### config.mk
export PLATFORM = sky130hd
export DESIGN_NAME = branch_predictor
export DESIGN_NICKNAME = d
export VERILOG_FILES = /design/src/rtl/branch_predictor.sv
export SDC_FILE = /design/constraint.sdc
export NUM_CORES = 1
export LEC_CHECK = 0
export ABC_CLOCK_PERIOD_IN_PS = 4900
export BUFFER_PORTS_ARGS = -buffer_cell sky130_fd_sc_hd__buf_2
export CORE_MARGIN = 5
export CORE_UTILIZATION = 43
export DETAILED_ROUTE_END_ITERATION = 6
export GPL_ROUTABILITY_DRIVEN = 0
export PLACE_DENSITY = 0.72
export SLEW_MARGIN = 15
export SYNTH_ARGS = -nofsm -noshare
export SYNTH_HDL_FRONTEND = slang
export SYNTH_SLANG_ARGS = --single-unit
### constraint.sdc
create_clock -name SYS_clk -period 4.9 [get_ports SYS_clk]
set_input_delay 0.245 -clock SYS_clk [delete_from_list [all_inputs] [get_ports SYS_clk]]
set_output_delay 0.245 -clock SYS_clk [all_outputs]
set_load 0.02 [all_outputs]
### src/rtl/branch_predictor.sv
// Direct-mapped branch target buffer with 2-bit saturating direction counters.
// Lookup is combinational; MEM-stage resolution trains the table at the clock edge.
module branch_predictor #(
  parameter int PC_W    = 8,
  parameter int ENTRIES = 16,
  parameter int CNT_W   = 16
) (
  input  logic              SYS_clk,
  input  logic              SYS_reset,
  input  logic              flush,
  input  logic [PC_W-1:0]   fetch_pc,
  output logic              pred_taken,
  output logic [PC_W-1:0]   pred_target,
  input  logic              upd_valid,
  input  logic [PC_W-1:0]   upd_pc,
  input  logic              upd_taken,
  input  logic [PC_W-1:0]   upd_target,
  input  logic              upd_pred_taken,
  input  logic [PC_W-1:0]   upd_pred_target,
  output logic              mispredict,
  output logic [CNT_W-1:0]  branch_count,
  output logic [CNT_W-1:0]  mispredict_count
);

  localparam int IDX_W = $clog2(ENTRIES);
  localparam int TAG_W = PC_W - IDX_W - 2;

  logic              valid_q  [ENTRIES];
  logic [TAG_W-1:0]  tag_q    [ENTRIES];
  logic [PC_W-1:0]   target_q [ENTRIES];
  logic [1:0]        ctr_q    [ENTRIES];

  logic [CNT_W-1:0]  br_cnt_q, br_cnt_d;
  logic [CNT_W-1:0]  mp_cnt_q, mp_cnt_d;

  logic [IDX_W-1:0]  f_idx, u_idx;
  logic [TAG_W-1:0]  f_tag, u_tag;
  logic              f_hit, u_hit;
  logic [1:0]        upd_ctr_d;

  // Byte-offset bits of word-aligned PCs carry no information.
  logic              unused_pc_lsbs;
  assign unused_pc_lsbs = ^{fetch_pc[1:0], upd_pc[1:0]};

  assign f_idx = fetch_pc[IDX_W+1:2];
  assign f_tag = fetch_pc[PC_W-1:IDX_W+2];
  assign u_idx = upd_pc[IDX_W+1:2];
  assign u_tag = upd_pc[PC_W-1:IDX_W+2];

  always_comb begin
    f_hit       = valid_q[f_idx] && (tag_q[f_idx] == f_tag);
    pred_taken  = f_hit && ctr_q[f_idx][1];
    pred_target = pred_taken ? target_q[f_idx] : fetch_pc + PC_W'(4);
  end

  always_comb begin
    mispredict = upd_valid &&
                 ((upd_pred_taken != upd_taken) ||
                  (upd_taken && (upd_target != upd_pred_target)));
  end

  always_comb begin
    u_hit     = valid_q[u_idx] && (tag_q[u_idx] == u_tag);
    upd_ctr_d = ctr_q[u_idx];
    if (upd_taken) begin
      if (ctr_q[u_idx] != 2'b11) upd_ctr_d = ctr_q[u_idx] + 2'd1;
    end else begin
      if (ctr_q[u_idx] != 2'b00) upd_ctr_d = ctr_q[u_idx] - 2'd1;
    end
  end

  // Flush takes priority over a same-cycle update; the table is left untouched apart from valids.
  always_ff @(posedge SYS_clk or negedge SYS_reset) begin
    if (!SYS_reset) begin
      for (int i = 0; i < ENTRIES; i++) begin
        valid_q[i]  <= 1'b0;
        tag_q[i]    <= '0;
        target_q[i] <= '0;
        ctr_q[i]    <= 2'b00;
      end
    end else if (flush) begin
      for (int i = 0; i < ENTRIES; i++) begin
        valid_q[i] <= 1'b0;
      end
    end else if (upd_valid) begin
      if (u_hit) begin
        ctr_q[u_idx] <= upd_ctr_d;
        if (upd_taken) target_q[u_idx] <= upd_target;
      end else if (upd_taken) begin
        valid_q[u_idx]  <= 1'b1;
        tag_q[u_idx]    <= u_tag;
        target_q[u_idx] <= upd_target;
        ctr_q[u_idx]    <= 2'b10;
      end
    end
  end

  always_comb begin
    br_cnt_d = br_cnt_q;
    mp_cnt_d = mp_cnt_q;
    if (upd_valid && (br_cnt_q != '1)) br_cnt_d = br_cnt_q + CNT_W'(1);
    if (mispredict && (mp_cnt_q != '1)) mp_cnt_d = mp_cnt_q + CNT_W'(1);
  end

  always_ff @(posedge SYS_clk or negedge SYS_reset) begin
    if (!SYS_reset) begin
      br_cnt_q <= '0;
      mp_cnt_q <= '0;
    end else begin
      br_cnt_q <= br_cnt_d;
      mp_cnt_q <= mp_cnt_d;
    end
  end

  assign branch_count     = br_cnt_q;
  assign mispredict_count = mp_cnt_q;

endmodule

### Word-level counts from Yosys, hierarchy flattened

Index checks and enable logic that the tools add are counted.

* $add $sub $neg: 5
* $lt $le $gt $ge: 3
* equal/unequal tests: 8
* mux-type cells: 40
* bitwise operators: 8
* reduce and logical (&&, ||, !) cells: 17

Operators by type and width (count)
* $bwmux W128: 1
* $bwmux W32: 2
* $mux W16: 4
* $mux W32: 2
* $add A16 B1 Y16 const B: 2
* $bmux W2 S4: 4
* $bmux W8 S4: 1
* $demux W8 S4: 1
* $mux W8: 4
* $ne A16 B16 Y1 const B: 2
* $or A16 B16 Y16: 2
* $mux W2: 12
* $and A16 B16 Y16: 1
* $not A16 Y16: 1
* $ge A5 B5 Y1 const B: 2
* $not A4 Y5: 2
* $reduce_and A3 Y1: 3
* $add A8 B3 Y8 const B: 1
* $bmux W1 S4: 2
* $demux W2 S4: 1
* $logic_and A1 B1 Y1: 8
* $ne A8 B8 Y1: 1
* $reduce_bool A2 Y1: 4
* $lt A5 B1 Y1 const B: 1
* 10 further kinds: 17

* bits in registers: 240
* input bits: 38
* output and inout bits: 42
* logic and storage cells: 147

### Logic depth before layout (Yosys ltp)

Gate-level depths: netlist of the first run.

* word-level depth: 10
* gate-level depth with buffers: 12
* mapped depth without buffers: 8

### Worst setup path before layout of the first run

OpenSTA, ideal clock, no wires.

* path type: input-to-output
* from: input fetch_pc[2]
* to: output pred_target[2]
* data arrival time: 2.552 ns
* required time: 4.655 ns
* slack: 2.103 ns
* stages: 8
* cell sequence: buf_2 mux4_2 mux4_2 and2_1 o21ai_0 buf_2 nor2_1 a21oi_1

* longest elaborated chain between the ends: 8
* elaborated cells between the ends (all ways): 18
* those cells by class: 1 x add/sub; 1 x eq/ne; 13 x mux; 1 x bitwise; 2 x reduce/logical

RTL lines
* from (decl): RTL line 11 `input logic [PC_W-1:0] fetch_pc,`
* $not A4 Y5 (implied by the code): RTL line 51, 52, 53
* $bmux W2 S4: RTL line 51 `f_hit = valid_q[f_idx] && (tag_q[f_idx] == f_tag);`
* $mux W2 (implied by the code) (2 in series): RTL line 51
* $eq A2 B2 Y1: RTL line 51
* $logic_and A1 B1 Y1: RTL line 51
* $logic_and A1 B1 Y1: RTL line 52 `pred_taken = f_hit && ctr_q[f_idx][1];`
* $mux W8 *: RTL line 53 `pred_target = pred_taken ? target_q[f_idx] : fetch_pc + PC_W'(4);`
* to (decl): RTL line 13 `output logic [PC_W-1:0] pred_target,`

Every way passes the cells marked *; elsewhere a longest branch is shown, timed or not. The select of a mux whose other input is x is not followed.

### Final worst setup path of the first run

* from: input fetch_pc[3]
* to: output pred_target[3]

Same word-level chain as after synthesis.

==> results.md, run 1 <==
* Synth top area cells: dfrtp_1 50%, mux2_2 16%, mux4_2 12%
* Htree depth at 1
* I/O Buffers at between 70 and 80
* Via count at approximately 7.9k
* Final min period at around 3.5 ns
* Area grow syn2layout at 13.8%
* First-pass GRT wire length at around 47000 um
* Syn_nets at roughly 960
* Arrival @ worst endpoint at about 3.3 ns
* Drt initial violations at 571
* Syn_area_per_cell at 13.0 um^2
* Rel. slew slack at 0.304
* Crit share post-route at 0.721
* Worst setup SP type: input port
* Post-synth ARST share at 1.00
* Synth Cell Area at roughly 0.012 mm^2
* Num CTS Buffers at 25
* Slowest cell delay on critical path at approximately 0.63 ns
* Worst reg2reg path startpoint: tag_q[10]
* Synth top area share at 0.504
* Cell Pwr Density at around 380 mW/mm^2
* Worst hold path type: in -> reg
* Clock Latency Late Sink at approximately 0.53 ns
* CP max FO at 25
* Worst R2R Setup Slack at around 1.7 ns
* Cell taking the most area after synthesis: dfrtp_1
* Worst hold stages at 2
* Number of global-route vias before repair at 8285
* Cell row count at 61
* Synthesized flop and latch total at 240
* Initial core utilization at 0.433
* CP cell instances: buf_2, mux4_2, mux4_2, xor2_1, a41oi_1, o21ai_1, buf_4, mux2_2, buf_2
* Status: finished, final reports clean
* N_diodes at 0
* Max-slew violations at 0
* CTS tree: built
* Max Cap Viol at 0
* Worst-path clk slew at about 0.060 ns
* Area of the core at about 0.028 mm^2
* Setup Buffers After CTS at 0
* Leakage at 0.00607 uW
* Main synth FF type: dfrtp_1
* Share of layout cells above drive strength 1 at 0.386
* First-pass DRT Iterations at 5
* Fmax achieved at roughly 280 MHz
* Remaining antenna violation count at 0
* Storage cell area at around 0.006 mm^2
* Final Hold Fails at 0
* DR WL/cell at 21.2 um
* Final WL at around 29000 um
* # fillers at approximately 2.4k
* DP HPWL at ~19000 um
* Largest net degree at the start of global routing at around 110
* Clock buffer depth at 3
* Multi-input logic area at 0.00552 mm^2
* Die W at between 150 and 200 um
* CP Capture Type: output port
* Setup TNS at 0 ns
* RSZ-0062 raised after global routing: no
* GRT Total Usage at 0.189
* Hold endpoint: valid_q[7]
* CTS Sinks at 240
* Maximum VDD drop at 350 uV
* Worst R2R Path Depth at 8
* Warning count from the yosys run at 0
* Finish-stage setup viols at 0
* Mapped Cells at around 920
* DRC at 0
* IO Pins at 80
* Min-delay src: flush
* Total gr overflow at 0
* Crit Path Category: in -> out
* Final net count at 1022
* Mean number of vias per cell at approximately 5.7
* Clock root cell: clkbuf_16
* Actual slew at the worst max-slew pin at around 1.0 ns
* Netlist cell types at 55
* Initial antenna violation count at 0
* PostCTS Resize Cnt at 0
* Die Footprint at between 0.03 and 0.04 mm^2
* Sequential fraction of the synthesis area at 0.504
* Total power at approximately 5200 uW
* Post-synth EDFFs at 0
* CP max-delay cell: mux4_2
* Die H at 177 um
* Worst clock skew at roughly 0.015 ns
* Critical Path RT at between 4 and 5 ns
* Crit Reg-Reg Endpoint: ctr_q[8]
[state kept, by name, indices dropped and copies added (netlist names)]
name	count
target_q	128
ctr_q	32
tag_q	32
branch_count	16
mispredict_count	16
valid_q	16
[cells by family after synthesis]
| family | count (synthesis) | synth area share |
|---|---|---|
| AO/OA/AOI/OAI | 107 | 0.0613 |
| XOR/XNOR | 44 | 0.0323 |
| adder cells (fa/ha/maj) | 5 | 0.00483 |
| buffers and inverters | 98 | 0.0334 |
| flip-flops | 240 | 0.504 |
| multiplexers | 246 | 0.293 |
| AND/OR/NAND/NOR | 177 | 0.0709 |
[per-stage QoR]
| step | area [um^2] | util | setup slack [ns] | cells | hold slack (ns) |
|---|---|---|---|---|---|
| floorplan | 11900 | - | 2.10 | 917 | -0.0506 |
| detailed placement | 12700 | 0.461 | 1.07 | 1331 | 0.340 |
| global placement | 12700 | 0.461 | 1.12 | 1331 | 0.339 |
| CTS | 13600 | 0.492 | 1.41 | 1378 | 0.104 |
| global route | 13600 | 0.492 | 1.29 | 1378 | 0.137 |
| finish | 13600 | 0.492 | 1.37 | 1378 | 0.124 |
[synthesized netlist by cell type (2+ instances only)]
master	number
and3_1	9
dfrtp_1	240
o31a_1	2
a21oi_1	24
o32ai_1	2
nor2_1	42
o311ai_0	9
nand2_1	54
nand4_1	8
xor2_1	20
mux2_2	168
mux4_2	66
a32o_1	3
o31ai_1	3
and2_1	8
xnor2_1	24
a311oi_1	11
nor2b_1	7
buf_1	24
buf_2	11
a22oi_1	3
a2bb2oi_1	3
o21ai_0	22
nand2b_1	3
or3_1	4
o211ai_1	8
a221oi_1	3
mux2i_1	12
clkbuf_1	25
o21a_1	2
buf_4	2
a22o_1	2
o22ai_1	2
nand3_1	26
nor3_2	3
ha_1	3
or2_2	2
nor3_1	5
inv_1	34
o21ai_1	2
maj3_1	2
[worst max-delay path, delay by kind of cell]
kind / cells / cell delay, ns
buffers and inverters: 3 / 1.00
muxes: 3 / 1.41
xor gates and xnor gates: 1 / 0.16
AOI/OAI and AO/OA: 2 / 0.46
[where the power goes]
group          switching (uW)  leakage, uW  internal (uW)  total [uW]
Sequential                189      0.00319           2240        2430
Clock                     792     0.000429           1170        1960
Combinational             405      0.00245            423         828
[cells in the final DEF (no fill, tap or decap), drive strengths merged, types with 3 or more instances in the layout]
master,Yosys,routed
buf,38,100
and2,8,8
nor3,8,8
a221oi,3,3
a311oi,11,11
clkbuf,26,32
o211ai,8,8
o311ai,9,9
o21ai,24,24
mux2i,12,12
clkinv,0,9
mux4,66,66
a32o,3,3
or3,4,4
a21oi,24,24
a2bb2oi,3,3
mux2,168,168
nand3,26,26
bufinv,0,3
nor2b,7,7
nand4,8,8
o31ai,3,3
xnor2,24,24
and3,9,9
ha,3,3
nand2,54,54
xor2,20,20
inv,34,35
nor2,43,43
dfrtp,240,240
a22oi,3,3
nand2b,3,3
[repair_timing]
| item | CTS | global route |
|---|---|---|
| setup endpoints to repair | 0 | 0 |
| hold endpoints to repair | 104 | 0 |
| hold buffers | 1 | 0 |
[per-layer routing]
metal	vias to the layer above	share of wire	GRT usage
li1	3494	-	-
met1	4065	0.43	0.259
met2	246	0.48	0.306
met3	61	0.061	0.0364
met4	0	0.030	0.0622
met5	-	0	0
[area by class of cell]
class	instances	area share
flip-flops and latches	240	0.443
repair buffers	101	0.0428
clock buffers	32	0.0518
clock inverters	14	0.0112
well taps	378	0.0349
multi-input cells	579	0.407
inverters	34	0.00941
[worst max path at each step]
| stage | start | depth (start not counted) | endpoint |
|---|---|---|---|
| final | fetch_pc[3] | 9 | pred_target[3] |
| after global placement | upd_pc[2] | 9 | ctr_q[8] |
| after detailed placement | upd_pc[2] | 9 | ctr_q[8] |
| after CTS | fetch_pc[3] | 9 | pred_target[3] |
| after floorplan | fetch_pc[2] | 8 | pred_target[2] |
| after global routing | fetch_pc[3] | 9 | pred_target[0] |
(Power assumes the default switching activity.)
==> run 2, diff against run 1 <==
ABC_CLOCK_PERIOD_IN_PS = 3100   (was 4900)
PLACE_DENSITY = 0.74   (was 0.72)
clock period = 3.1 ns   (was 4.9 ns; I/O delays follow)
==> run 2 against run 1 <==
Non-clock buffer count rose by 27. Flip-flop and latch count stayed put. Via count rose by 2.7%. The flow now finishes with violations (negative setup slack). Clock skew down 0.0036 ns. Clock power is 54% higher. Largest cell class unchanged. Routed wire length is 1.0% higher. Register-to-register slack worse by 1.4 ns. Hold slack worse by 0.10 ns. Sequential power increased by 58%. Clock-buffer cell count up 4. First-iteration DRC count is 9.1% higher.
==> results.md, run 2 (synthesis results as in run 1) <==
* Storage cell area at around 0.006 mm^2
* Slowest cell delay on critical path at ~0.5 ns
* Status: finished with violations
* GR peak layer: met2
* Worst hold stages at 2
* Largest register FFs at about 130
* Rel. slew slack at 0.478
* CTS tree: built
* Mean number of vias per cell at 5.75
* Area of the core at between 0.02 and 0.03 mm^2
* Total gr overflow at 0
* Final WL at around 30000 um
* Min-delay src: flush
* DRC at 0
* CP max-delay cell: mux4_2
* Htree depth at 1
* Share of layout cells above drive strength 1 at 0.401
* First-pass GRT wire length at between 40000 and 50000 um
* WP buf/inv at 2
* GRT Total Usage at 0.192
* Final worst slack at -0.104 ns
* Max-slew violations at 0
* Worst R2R Setup Slack at 0.29 ns
* Cell row count at 61
* Crit share post-route at 1.03
* Fmax achieved at around 310 MHz
* CP cell instances: mux4_2, mux4_2, xor2_1, a41oi_2, o21ai_1, buf_6, mux2_2, buf_2
* Remaining antenna violation count at 0
* Area after DPL at 0.0129 mm^2
* Hold endpoint: valid_q[0]
* CP max FO at 12
* Arrival @ worst endpoint at 3.05 ns
* Leakage at 0.00623 uW
* Crit Reg-Reg Endpoint: ctr_q[5]
* Die W at 177 um
* Finish-stage setup viols at 6
* First-pass DRT Iterations at 5
* Clock root cell: clkbuf_16
* Clock buffer depth at 3
* Post-Place Cells at approximately 1.4k
* RSZ-0062 raised after global routing: yes
* N_diodes at 0
* Largest net degree at the start of global routing at about 100
* Max Cap Viol at 0
* Worst reg2reg path startpoint: tag_q[8]
* Worst setup SP type: flip-flop
* Worst R2R Path Depth at 8
* Met3 GRT Util at 0.0281
* Num CTS Buffers at 26
* # fillers at around 2.4k
* Clock Latency Late Sink at between 0.5 and 0.6 ns
* Worst hold path type: in -> reg
* Initial core utilization at 0.433
* Number of global-route vias before repair at around 8.6k
* Met1 usage at 0.268
* Top cell by count, worst path: mux4_2
* Multi-input logic area at 0.00553 mm^2
* Initial antenna violation count at 0
* DP HPWL at just under 20000 um
* DR WL/cell at between 20 and 25 um
* CP Capture Type: output port
* Die Footprint at around 0.031 mm^2
* Global-route track usage on met2 at 0.316
* Hold Slack at between 0.02 and 0.025 ns
* Die H at about 180 um
* Post-Place Worst Slack at about 0.19 ns
* Maximum VDD drop at ~500 uV
* Total power at about 8200 uW
* Worst-path clk slew at 0.06 ns
* Design area at 0.0138 mm^2
* Critical Path RT at slightly below 3 ns
* CTS Sinks at 240
* Top Registers: target_q: 128 flops, ctr_q: 32 flops, tag_q: 32 flops
* Crit Path Category: reg -> out
* Failing checks: negative setup slack
* I/O Buffers at 77
* IO Pins at 80
* Most common cell after layout, fill and taps aside: dfrtp_1
* Actual slew at the worst max-slew pin at between 0.7 and 0.8 ns
* Cell Pwr Density at 593 mW/mm^2
* Via count at just over 8k
* Most frequent cells in the layout: 240 x dfrtp_1, 168 x mux2_2, 73 x buf_2, 66 x mux4_2, 54 x nand2_1
* Final net count at between 1k and 1.5k
* Worst clock skew at 0.0110 ns
* Final Hold Fails at 0
* Drt initial violations at 623
* Post-route non-filler standard cell count at approximately 1.4k
* Area grow syn2layout at 16.0%
* Reg with most FFs: target_q
* Final min period at ~3.2 ns
* CP delay by family, top: multiplexers
[run 2: cell types whose count changed in the layout (fill, tap and decap cells not counted), moves of 2 or more]
| cell | before | now |
|---|---|---|
| clkbuf_16 | 25 | 27 |
| buf_6 | 0 | 2 |
| buf_12 | 0 | 4 |
| buf_4 | 24 | 47 |
| clkbuf_1 | 2 | 4 |
| nor2_2 | 3 | 1 |
| buf_2 | 75 | 73 |
| bufinv_16 | 3 | 1 |
| nor2_1 | 40 | 42 |
[run 2: layout make-up]
type	instances	area share
clock inverter	10	0.00570
clock buffer	36	0.0549
inverter	34	0.00923
timing repair buffer	128	0.0612
tap	378	0.0342
multi-input combinational	579	0.400
sequential	240	0.434
[run 2: through the flow]
step                TNS (ns)   util
floorplan                  0      -
global placement           0  0.469
detailed placement         0  0.469
CTS                   -0.390  0.502
global route           -1.30  0.502
finish                -0.335  0.502
[run 2: worst max path at each step]
stage	startpoint	end	slack [ns]	depth (start not counted)
after global placement	fetch_pc[3]	pred_target[3]	0.23	9
after detailed placement	fetch_pc[3]	pred_target[3]	0.19	9
after floorplan	upd_pc[3]	ctr_q[15]	0.42	9
final	tag_q[6]	pred_target[3]	-0.10	8
after CTS	tag_q[20]	pred_target[3]	-0.11	8
after global routing	tag_q[6]	pred_target[0]	-0.23	8
[run 2: power by group]
group	internal (uW)	switching (uW)	total, uW
Sequential	3540	299	3840
Combinational	699	643	1340
Clock	1790	1230	3020
Total	6030	2170	8200
[run 2: timing repair]
action,4_1_cts,5_1_grt
setup endpoints to repair,9,8
endpoints found under the hold margin,99,0
resized for setup,8,0
setup buffers,2,0
hold buffers,1,0
[run 2: per-layer routing]
| layer | routed length, um | part of all wire |
|---|---|---|
| met3 | 1870 | 0.063 |
| met4 | 880 | 0.030 |
| met2 | 14400 | 0.49 |
| met1 | 12400 | 0.42 |
| met5 | 0 | 0 |
